==> src/rtl/pipe_ctrl_pkg.sv <==
// Shared definitions for the pipeline sequencing controller: FSM state
// encodings and the bubble constants that the flushed pipeline registers load.
package pipe_ctrl_pkg;

    typedef enum logic [1:0] {
        RUN      = 2'd0,
        MEM_WAIT = 2'd1,
        FLUSH    = 2'd2,
        HALT     = 2'd3
    } pipe_state_e;

    // addi x0, x0, 0 -- the canonical RISC-V NOP loaded into IF/ID on flush
    localparam logic [31:0] NOP_INSTR = 32'h0000_0013;
    // Destination register used by a bubble in ID/EX
    localparam logic [4:0]  RD_ZERO   = 5'd0;

endpackage

==> src/rtl/pipe_ctrl_wdog.sv <==
// MEM_WAIT watchdog: counts cycles spent waiting on data memory and flags
// expiry once MEM_TIMEOUT-1 has been reached. The counter parks at its last
// value until cleared, so expire stays stable while the FSM acts on it.
module pipe_ctrl_wdog #(
    parameter int MEM_TIMEOUT = 64
) (
    input  logic sys_clk,
    input  logic sys_rst,
    input  logic clr,
    input  logic en,
    output logic expire
);

    localparam int W = $clog2(MEM_TIMEOUT);
    localparam logic [W-1:0] LAST = W'(MEM_TIMEOUT - 1);

    logic [W-1:0] count;

    // Wait-cycle counter: cleared on entry to MEM_WAIT, advances while stalled
    always_ff @(posedge sys_clk or posedge sys_rst) begin
        if (sys_rst) begin
            count <= '0;
        end else if (clr) begin
            count <= '0;
        end else if (en && !expire) begin
            count <= count + W'(1);
        end
    end

    assign expire = (count == LAST);

endmodule

==> src/rtl/pipe_ctrl.sv <==
// Pipeline sequencing controller for the 3-stage (IF/ID/EX) core. Drives the
// hold/flush controls of the PC, IF/ID and ID/EX registers to handle
// redirects, memory stalls, post-redirect fetch bubbles and halting.
// Optional macro PIPE_CTRL_PERF_EN adds saturating stall/flush counters.
module pipe_ctrl
    import pipe_ctrl_pkg::*;
#(
    parameter int ADDR_W       = 32,
    parameter int FLUSH_CYCLES = 1,
    parameter int MEM_TIMEOUT  = 64
) (
    input  logic              sys_clk,
    input  logic              sys_rst,
    input  logic              jump_en,
    input  logic [ADDR_W-1:0] jump_addr,
    input  logic              mem_req,
    input  logic              mem_ready,
    input  logic              halt_req,
    output logic              pc_hold,
    output logic              pc_load,
    output logic [ADDR_W-1:0] pc_load_addr,
    output logic              if_id_hold,
    output logic              if_id_flush,
    output logic              id_ex_hold,
    output logic              id_ex_flush,
    output logic              mem_timeout,
    output logic              halted
`ifdef PIPE_CTRL_PERF_EN
    ,
    output logic [31:0]       stall_cnt,
    output logic [31:0]       flush_cnt
`endif
);

    localparam logic [3:0] FLUSH_INIT = 4'(FLUSH_CYCLES);
    // With no extra bubbles a redirect returns straight to RUN
    localparam pipe_state_e REDIRECT_STATE = (FLUSH_CYCLES == 0) ? RUN : FLUSH;

    pipe_state_e       state, state_nxt;
    logic [3:0]        cnt, cnt_nxt;
    logic              pend_vld, pend_vld_nxt;
    logic [ADDR_W-1:0] pend_addr, pend_addr_nxt;
    logic              wdog_clr, wdog_en, wdog_expire;
    logic              mem_stall;

    assign mem_stall = mem_req && !mem_ready;

    pipe_ctrl_wdog #(
        .MEM_TIMEOUT(MEM_TIMEOUT)
    ) u_wdog (
        .sys_clk (sys_clk),
        .sys_rst (sys_rst),
        .clr     (wdog_clr),
        .en      (wdog_en),
        .expire  (wdog_expire)
    );

    // State register plus bubble counter and the redirect parked during a stall
    always_ff @(posedge sys_clk or posedge sys_rst) begin
        if (sys_rst) begin
            state     <= RUN;
            cnt       <= '0;
            pend_vld  <= 1'b0;
            pend_addr <= '0;
        end else begin
            state     <= state_nxt;
            cnt       <= cnt_nxt;
            pend_vld  <= pend_vld_nxt;
            pend_addr <= pend_addr_nxt;
        end
    end

    // Next-state logic; EX inputs are ignored outside RUN because EX is frozen or a bubble
    always_comb begin
        state_nxt     = state;
        cnt_nxt       = cnt;
        pend_vld_nxt  = pend_vld;
        pend_addr_nxt = pend_addr;
        wdog_clr      = 1'b0;
        wdog_en       = 1'b0;
        case (state)
            RUN: begin
                if (mem_stall) begin
                    state_nxt = MEM_WAIT;
                    wdog_clr  = 1'b1;
                    if (jump_en) begin
                        pend_vld_nxt  = 1'b1;
                        pend_addr_nxt = jump_addr;
                    end
                end else if (jump_en) begin
                    state_nxt = REDIRECT_STATE;
                    cnt_nxt   = FLUSH_INIT;
                end else if (halt_req) begin
                    state_nxt = HALT;
                end
            end
            MEM_WAIT: begin
                if (mem_ready || wdog_expire) begin
                    pend_vld_nxt  = 1'b0;
                    pend_addr_nxt = '0;
                    if (pend_vld) begin
                        state_nxt = REDIRECT_STATE;
                        cnt_nxt   = FLUSH_INIT;
                    end else begin
                        state_nxt = RUN;
                    end
                end else begin
                    wdog_en = 1'b1;
                end
            end
            FLUSH: begin
                cnt_nxt = cnt - 4'd1;
                if (cnt <= 4'd1) begin
                    state_nxt = RUN;
                end
            end
            HALT: begin
                if (!halt_req) begin
                    state_nxt = RUN;
                end
            end
            default: begin
                state_nxt = RUN;
            end
        endcase
    end

    // Mealy control outputs; everything is forced low while reset is asserted
    always_comb begin
        pc_hold      = 1'b0;
        pc_load      = 1'b0;
        pc_load_addr = '0;
        if_id_hold   = 1'b0;
        if_id_flush  = 1'b0;
        id_ex_hold   = 1'b0;
        id_ex_flush  = 1'b0;
        mem_timeout  = 1'b0;
        halted       = 1'b0;
        if (!sys_rst) begin
            case (state)
                RUN: begin
                    if (mem_stall) begin
                        pc_hold    = 1'b1;
                        if_id_hold = 1'b1;
                        id_ex_hold = 1'b1;
                    end else if (jump_en) begin
                        pc_load      = 1'b1;
                        pc_load_addr = jump_addr;
                        if_id_flush  = 1'b1;
                        id_ex_flush  = 1'b1;
                    end
                end
                MEM_WAIT: begin
                    if (mem_ready || wdog_expire) begin
                        mem_timeout = !mem_ready;
                        if (pend_vld) begin
                            pc_load      = 1'b1;
                            pc_load_addr = pend_addr;
                            if_id_flush  = 1'b1;
                            id_ex_flush  = 1'b1;
                        end
                    end else begin
                        pc_hold    = 1'b1;
                        if_id_hold = 1'b1;
                        id_ex_hold = 1'b1;
                    end
                end
                FLUSH: begin
                    if_id_flush = 1'b1;
                    id_ex_flush = 1'b1;
                end
                HALT: begin
                    halted      = 1'b1;
                    pc_hold     = 1'b1;
                    if_id_hold  = 1'b1;
                    id_ex_flush = 1'b1;
                end
                default: begin
                    pc_hold = 1'b0;
                end
            endcase
        end
    end

`ifdef PIPE_CTRL_PERF_EN
    // Saturating performance counters for stall and flush cycles
    always_ff @(posedge sys_clk or posedge sys_rst) begin
        if (sys_rst) begin
            stall_cnt <= '0;
            flush_cnt <= '0;
        end else begin
            if (pc_hold && (stall_cnt != 32'hFFFF_FFFF)) begin
                stall_cnt <= stall_cnt + 32'd1;
            end
            if (if_id_flush && (flush_cnt != 32'hFFFF_FFFF)) begin
                flush_cnt <= flush_cnt + 32'd1;
            end
        end
    end
`endif

endmodule

==> config.mk <==
export PLATFORM = sky130hd
export DESIGN_NAME = pipe_ctrl
export DESIGN_NICKNAME = d
export VERILOG_FILES = /design/src/rtl/pipe_ctrl_pkg.sv /design/src/rtl/pipe_ctrl_wdog.sv /design/src/rtl/pipe_ctrl.sv
export SDC_FILE = /design/constraint.sdc
export NUM_CORES = 1
export LEC_CHECK = 0
export BUFFER_PORTS_ARGS = -buffer_cell sky130_fd_sc_hd__buf_2
export CAP_MARGIN = 20
export CORE_MARGIN = 5
export CORE_UTILIZATION = 51
export CTS_BUF_LIST = sky130_fd_sc_hd__clkbuf_16
export DETAILED_ROUTE_END_ITERATION = 10
export GPL_ROUTABILITY_DRIVEN = 0
export HOLD_SLACK_MARGIN = 0.1
export PLACE_DENSITY = 0.77
export SLEW_MARGIN = 20
export SYNTH_ARGS = -nofsm -noshare
export SYNTH_HDL_FRONTEND = slang
export SYNTH_SLANG_ARGS = --single-unit
export TNS_END_PERCENT = 10
==> constraint.sdc <==
create_clock -name sys_clk -period 5 [get_ports sys_clk]
set_input_delay 1 -clock sys_clk [delete_from_list [all_inputs] [get_ports sys_clk]]
set_output_delay 1 -clock sys_clk [all_outputs]
set_load 0.005 [all_outputs]
==> out/results.txt, run 1 <==
Cell mode on critical path = buf_2
Post-place setup slack = 1.26 ns
Clk pin slew, worst setup/hold paths = 0.06 ns
Comb pwr share = 31.2%
Placed inst area = 2730 sq um
Number of enable flip-flop cells after synthesis = 0
Global-route wire length before repair = 9350 um
Via density per instance = 5.98
Filler cells = 392
WL/cell = 16.7 um
RSZ-0062 raised after global routing = false
Layout area overhead = 19.8%
Mean post-synth cell area = 11.2 sq um
Post-CTS sizing = 0
H-Tree Depth = 2
Yosys cell types = 44
Initial antenna violation count = 0
Tmin final = 3.73 ns
Port buffer count = 77
Layout cells sized above 1 = 35.0%
Synthesized area = 2420 sq um
Internal power = 0.945 mW
Syn Nets = 258
TNS Setup = 0 ns
Hold Path Class = register to register
Final worst slack = 1.27 ns
Worst relative slew slack = 44.0%
Design Area, Final = 2900 sq um
Worst Setup SP = mem_ready
Final Total Pwr = 1.40 mW
Number of diodes = 0
Smallest hold slack = 0.500 ns
Crit path cell chain = buf_2 -> nand2b_1 -> and4_1 -> buf_4 -> a22o_1 -> buf_2
Post-Route Utilization = 62.2%
Status = finished clean
All-Layer GR Usage = 18.8%
Worst Tran Pin Value = 0.839 ns
Most common cell after layout, fill and taps aside = buf_2
Worst reg2reg path endpoint = pend_addr[11]$_DFFE_PP0P_
Vias in the first global route = 1906
Reg-to-reg startpoint = u_wdog.count[0]$_DFFE_PP0P_
Final period utilization = 74.6%
Row Count = 25
R2r setup slk = 2.88 ns
Clk Latency, worst-skew pair = 0.28 ns
Largest net degree at the start of global routing = 46
Root Driver = clkbuf_16
Dpl hpwl = 3880 um
Synth Flop Type = dfrtp_1
Setup CP Type = input pin to output pin
Residual DRC count = 0
Post-Layout Cell Count = 337
Sequential share of the synthesized area = 46.5%
Worst VDD drop = 0.000296 V
Core Footprint = 4660 sq um
Slowest-stage cell, CP = and4_1
Synth warn = 0
TritonCTS Buffers = 5
Initial core utilization = 51.9%
CTS tree = done
Psw = 0.455 mW
Clock Power Share = 26.0%
Worst path bufs/invs = 3
Sw frac = 32.5%
Die area = 6220 sq um
Clk buf depth = 2
R2r worst-path depth = 4
Sink Count = 45
Critical path endpoint category = output pin
CP Depth = 6
Worst Setup EP = pc_load_addr[2]
Fin. max-slew vios = 0
Post CTS Setup Buffer Count = 0
Remaining antenna violation count = 0
Critical Path RT = 4.00 ns
Max-capacitance violation count = 0
Final wirelength = 5640 um
Setup Skew = 0.00496 ns
#FFs+latches synth = 45
Sequential share of power = 42.8%
Max incr delay on CP = 0.78 ns
Routed via count = 2016
Io pins = 78
Hold Vio Cnt, Final = 0
CP top delay family = simple AND/OR/NAND/NOR gates
Placed insts = 329
Async S/R FF share, synth = 100%
Max Clk Rate = 268 MHz
Critical Path AT = 2.73 ns
Iteration-0 DRC Markers = 161
Cells after synthesis = 217
Max FO, Critical Path = 23
Total grt overflow = 0
LEAKAGE = 1.52 nW
Most frequent cells in the layout = buf_2 (77), a22o_1 (62), dfrtp_1 (45)
PwrDens = 483 nW/um^2
Post-CTS Hold Buffers = 0
Final setup violation count = 0
DIE WIDTH = 78.9 um
Chip height = 78.9 um
1st-pass router iterations = 4
Startpoint Class = input pin
Fin nets = 323
[synth_stat cells (4+ instances only)]
library cell,number,area (sq um)
nor2_1,14,52.6
a22o_1,62,543
clkbuf_1,9,33.8
nand2_1,9,33.8
dfrtp_1,45,1130
buf_6,5,56.3
a21oi_1,7,35.0
inv_1,4,15.0
o21ai_0,7,35.0
[registers in the layout, indices dropped and copies added, names as in the netlist]
name / flops
pend_vld: 1
state: 2
cnt: 4
pend_addr: 32
u_wdog.count: 6
[power by group through the flow]
stage,Sequential (mW),Combinational [mW],Clock [mW]
final,0.599,0.437,0.365
after global routing,0.616,0.496,0.398
after CTS,0.597,0.442,0.376
after detailed placement,0.601,0.438,0
after global placement,0.595,0.431,0
after floorplan,0.558,0.381,0
[worst register-to-register path, delay by kind of cell, from the launching register on]
kind / cells / cell delay, ns
DFF: 1 / 0.38
AOI/OAI and AO/OA: 2 / 0.50
and+or+nand+nor: 1 / 0.78
adders and majority gates: 1 / 0.35
[worst min path at each step]
stage / start / end / slack, ns / cells past startpoint
floorplan: u_wdog.count[3]$_DFFE_PP0P_ / u_wdog.count[3]$_DFFE_PP0P_ / 0.46 / 1
global placement: pend_addr[4]$_DFFE_PP0P_ / pend_addr[4]$_DFFE_PP0P_ / 0.48 / 1
detailed placement: pend_addr[20]$_DFFE_PP0P_ / pend_addr[20]$_DFFE_PP0P_ / 0.49 / 1
CTS: u_wdog.count[3]$_DFFE_PP0P_ / u_wdog.count[3]$_DFFE_PP0P_ / 0.50 / 1
global route: pend_addr[23]$_DFFE_PP0P_ / pend_addr[23]$_DFFE_PP0P_ / 0.51 / 1
finish: pend_addr[13]$_DFFE_PP0P_ / pend_addr[13]$_DFFE_PP0P_ / 0.50 / 1
[cell families (layout without fill, tap and decap cells)]
| family | count (synthesis) | in the layout | share of synthesized area (%) |
|---|---|---|---|
| AOI/OAI and AO/OA | 91 | 91 | 31.5 |
| and+or+nand+nor | 45 | 45 | 10.3 |
| xor gates and xnor gates | 3 | 3 | 1.09 |
| muxes | 3 | 3 | 1.24 |
| DFF | 45 | 45 | 46.5 |
| adders and majority gates | 3 | 3 | 1.55 |
| buffers and inverters | 27 | 93 | 7.76 |
[per-layer routing]
metal | part of all wire, % | GRT usage (%)
met4 | 0.99 | 4.64
met5 | 0 | 0
met1 | 45 | 24.8
met3 | 9.1 | 6.46
met2 | 45 | 29.6
[layout make-up]
| class | instances | area [sq um] | share of cell area (%) |
|---|---|---|---|
| clock buffer | 5 | 125 | 4.32 |
| clock inverter | 3 | 42.5 | 1.47 |
| inverter | 4 | 15.0 | 0.518 |
| multi-input combinational | 145 | 1110 | 38.2 |
| sequential | 45 | 1130 | 38.8 |
| tap | 54 | 67.6 | 2.33 |
| timing repair buffer | 81 | 415 | 14.3 |
No activity file was read; power rests on OpenSTA's default activity.
==> run 2, diff against run 1 <==
ABC_AREA = 1   (was unset)
CORE_UTILIZATION = 53   (was 51)
clock period = 3.6 ns   (was 5 ns; I/O delays follow)
==> run 2 against run 1 <==
Against the previous run: die area is 14% higher; worst hold slack worse by 0.030 ns; critical endpoint is now pc_load_addr[22]; global-route usage is 1.9 points higher; count of clock-buffer cells in the layout stayed put; largest cell class is now multi-input gates.
==> out/results.txt, run 2 <==
Most common cell after layout, fill and taps aside = nand2_1
Synth Flop Type = dfrtp_1
Placed insts = 553 (+68%)
Clk buf depth = 2 (unchanged)
Final worst slack = 0.561 ns (-0.707 ns)
Die area = 7120 sq um (+14%)
Setup CP Type = register to output pin
Worst VDD drop = 0.000450 V (+52%)
Comb pwr share = 43.1% (+12 points)
Crit path cell chain = inv_1 -> nand2_4 -> nor2_2 -> buf_4 -> nand3_1 -> a21oi_1 -> buf_2
Max incr delay on CP = 0.45 ns (-0.33 ns)
Synth warn = 0 (unchanged)
Yosys top cell by area = dfrtp_1
Most frequent cell after synthesis = nand2_1
Critical Path RT = 2.88 ns (-1.12 ns)
Initial core utilization = 53.9% (+2.0 points)
Vias in the first global route = 2640 (+39%)
Critical Path AT = 2.32 ns (-0.41 ns)
Dpl hpwl = 5060 um (+31%)
Synthesized area = 2930 sq um (+21%)
LEAKAGE = 1.89 nW (+24%)
Clk pin slew, worst setup/hold paths = 0.07 ns (about the same)
Sink Count = 45 (unchanged)
Iteration-0 DRC Markers = 194 (+20%)
Syn Nets = 466 (+81%)
Post-place setup slack = 0.892 ns (-0.372 ns)
Chip height = 84.4 um (+7.0%)
Final wirelength = 7330 um (+30%)
DIE WIDTH = 84.4 um (+7.0%)
Mean post-synth cell area = 6.90 sq um (-38%)
Max reg flops = 32 (unchanged)
Top cell type's share of synthesized area = 38.4% (-8.2 points)
Clock Power Share = 21.3% (-4.7 points)
Initial antenna violation count = 0 (unchanged)
Yosys cell types = 25 (-43%)
Async S/R FF share, synth = 100% (unchanged)
Cells after synthesis = 425 (+96%)
Most frequent cells in the layout = nand2_1 (174), buf_2 (77), dfrtp_1 (45)
Via density per instance = 5.28 (-12%)
Sequential share of power = 35.6% (-7.2 points)
RSZ-0062 raised after global routing = false
TritonCTS Buffers = 5 (unchanged)
All-Layer GR Usage = 20.6% (+1.9 points)
Hold Path Class = register to register
Tmin final = 3.04 ns
Number of diodes = 0 (unchanged)
Global-route wire length before repair = 12300 um (+32%)
1st-pass router iterations = 5 (+1)
Residual DRC count = 0 (unchanged)
Fin nets = 529 (+64%)
Startpoint Class = register
Layout cells sized above 1 = 21.5% (-14 points)
Worst Tran Pin Value = 0.692 ns (-0.147 ns)
Core Footprint = 5440 sq um (+17%)
Final setup violation count = 0 (unchanged)
#FFs+latches synth = 45 (unchanged)
Routed via count = 2962 (+47%)
WL/cell = 13.1 um (-22%)
Final period utilization = 84.4%
Critical path endpoint category = output pin
Fin. max-slew vios = 0 (unchanged)
Post-CTS Hold Buffers = 0 (unchanged)
Internal power = 1.44 mW (+52%)
Post CTS Setup Buffer Count = 0 (unchanged)
PwrDens = 712 nW/um^2 (+47%)
Row Count = 27 (+8.0%)
CTS tree = done
Sequential share of the synthesized area = 38.4% (-8.2 points)
Sw frac = 41.9% (+9.4 points)
Max FO, Critical Path = 37 (+61%)
H-Tree Depth = 2 (unchanged)
Area contributors post-synth = dfrtp_1 (38%), nand2_1 (22%), nand3b_1 (8.2%), nand3_1 (7.5%), a21oi_1 (6.1%)
TNS Setup = 0 ns (unchanged)
Regs by FF count = pend_addr (32), u_wdog.count (6), cnt (4)
Post-CTS sizing = 0 (unchanged)
Layout area overhead = 18.3%
Io pins = 78 (unchanged)
Max-capacitance violation count = 0 (unchanged)
Top reg by flops = pend_addr
Hold Vio Cnt, Final = 0 (unchanged)
Root Driver = clkbuf_16
Remaining antenna violation count = 0 (unchanged)
Status = finished clean
Port buffer count = 77 (unchanged)
Setup Skew = 0.00770 ns (+0.00274 ns)
Synth top cells by count = nand2_1 (174), dfrtp_1 (45), nand3_1 (44), a21oi_1 (36), nand3b_1 (32)
Post-Layout Cell Count = 561 (+66%)
Clk Latency, worst-skew pair = 0.29 ns (about the same)
Max Clk Rate = 329 MHz
Psw = 1.03 mW (+130%)
Smallest hold slack = 0.470 ns (-0.0303 ns)
Number of enable flip-flop cells after synthesis = 0 (unchanged)
Total grt overflow = 0 (unchanged)
Worst relative slew slack = 53.8% (+9.8 points)
Slowest-stage cell, CP = dfrtp_1
Largest net degree at the start of global routing = 46 (unchanged)
## run 2: cell types whose count changed after synthesis, moves of 5 or more
| cell | change |
|---|---|
| a22o_1 | -62 |
| nand3_1 | +42 |
| nand3b_1 | +32 |
| clkbuf_1 | -5 |
| nand2_1 | +165 |
| buf_2 | +11 |
| a21oi_1 | +29 |
| inv_1 | +17 |
## run 2: per-layer routing
layer | vias up | global-route usage [%] | part of all wire (%)
met1 | 1360 | 27.2 | 42
met2 | 101 | 34.1 | 49
met4 | 0 | 5.18 | 1.1
li1 | 1493 | - | -
met5 | - | 0 | 0
met3 | 8 | 5.20 | 7.1
## run 2: path summary, 6_finish.rpt
kind                                      startpoint                          end  slack (ns)  cells after the start
worst max-delay path            state[1]$_DFFE_PP0P_             pc_load_addr[22]        0.56                      7
worst min-delay path            pend_vld$_DFFE_PP0P_         pend_vld$_DFFE_PP0P_        0.47                      2
worst max register to register  state[1]$_DFFE_PP0P_     pend_addr[4]$_DFFE_PP0P_        1.27                      8
worst min register to register  pend_vld$_DFFE_PP0P_         pend_vld$_DFFE_PP0P_        0.47                      2
max in group asynchronous                    sys_rst     pend_addr[1]$_DFFE_PP0P_        2.29                      3
min in group asynchronous                    sys_rst  u_wdog.count[1]$_DFFE_PP0P_        0.92                      3
## run 2: cells by family after synthesis
kind of cell,after synthesis,share of synthesized area [%]
simple gates,280,43.2
compound gates,48,8.83
buf+inv,48,8.02
flops,45,38.4
fa+ha+maj,3,1.28
xor+xnor,1,0.299
## run 2: critical path, delay by kind of cell (launching register included)
kind            cells  cell delay [ns]
simple gates        3             0.77
buf+inv             3             0.61
flops               1             0.45
compound gates      1             0.19
## run 2: area by class of cell
type	count	area [sq um]
multi-input cells	332	1570
clock inverters	3	46.3
clock buffers	5	125
repair buffers	83	430
fillers	527	1970
flip-flops and latches	45	1130
well taps	72	90.1
inverters	21	78.8
## run 2: metrics by stage
step | utilization, % | total power [mW] | cell area (sq um)
CTS | 63.8 | 2.49 | 3470
floorplan | - | 1.72 | 2930
global placement | 60.6 | 1.91 | 3300
finish | 63.8 | 2.47 | 3470
detailed placement | 60.6 | 1.96 | 3300
global route | 63.8 | 2.69 | 3470
## run 2: power groups by stage
stage	Sequential (mW)	Combinational [mW]	Clock (mW)
after floorplan	0.843	0.874	0
after global placement	0.874	1.03	0
after detailed placement	0.883	1.08	0
after CTS	0.875	1.08	0.532
after global routing	0.906	1.23	0.559
final	0.879	1.07	0.527
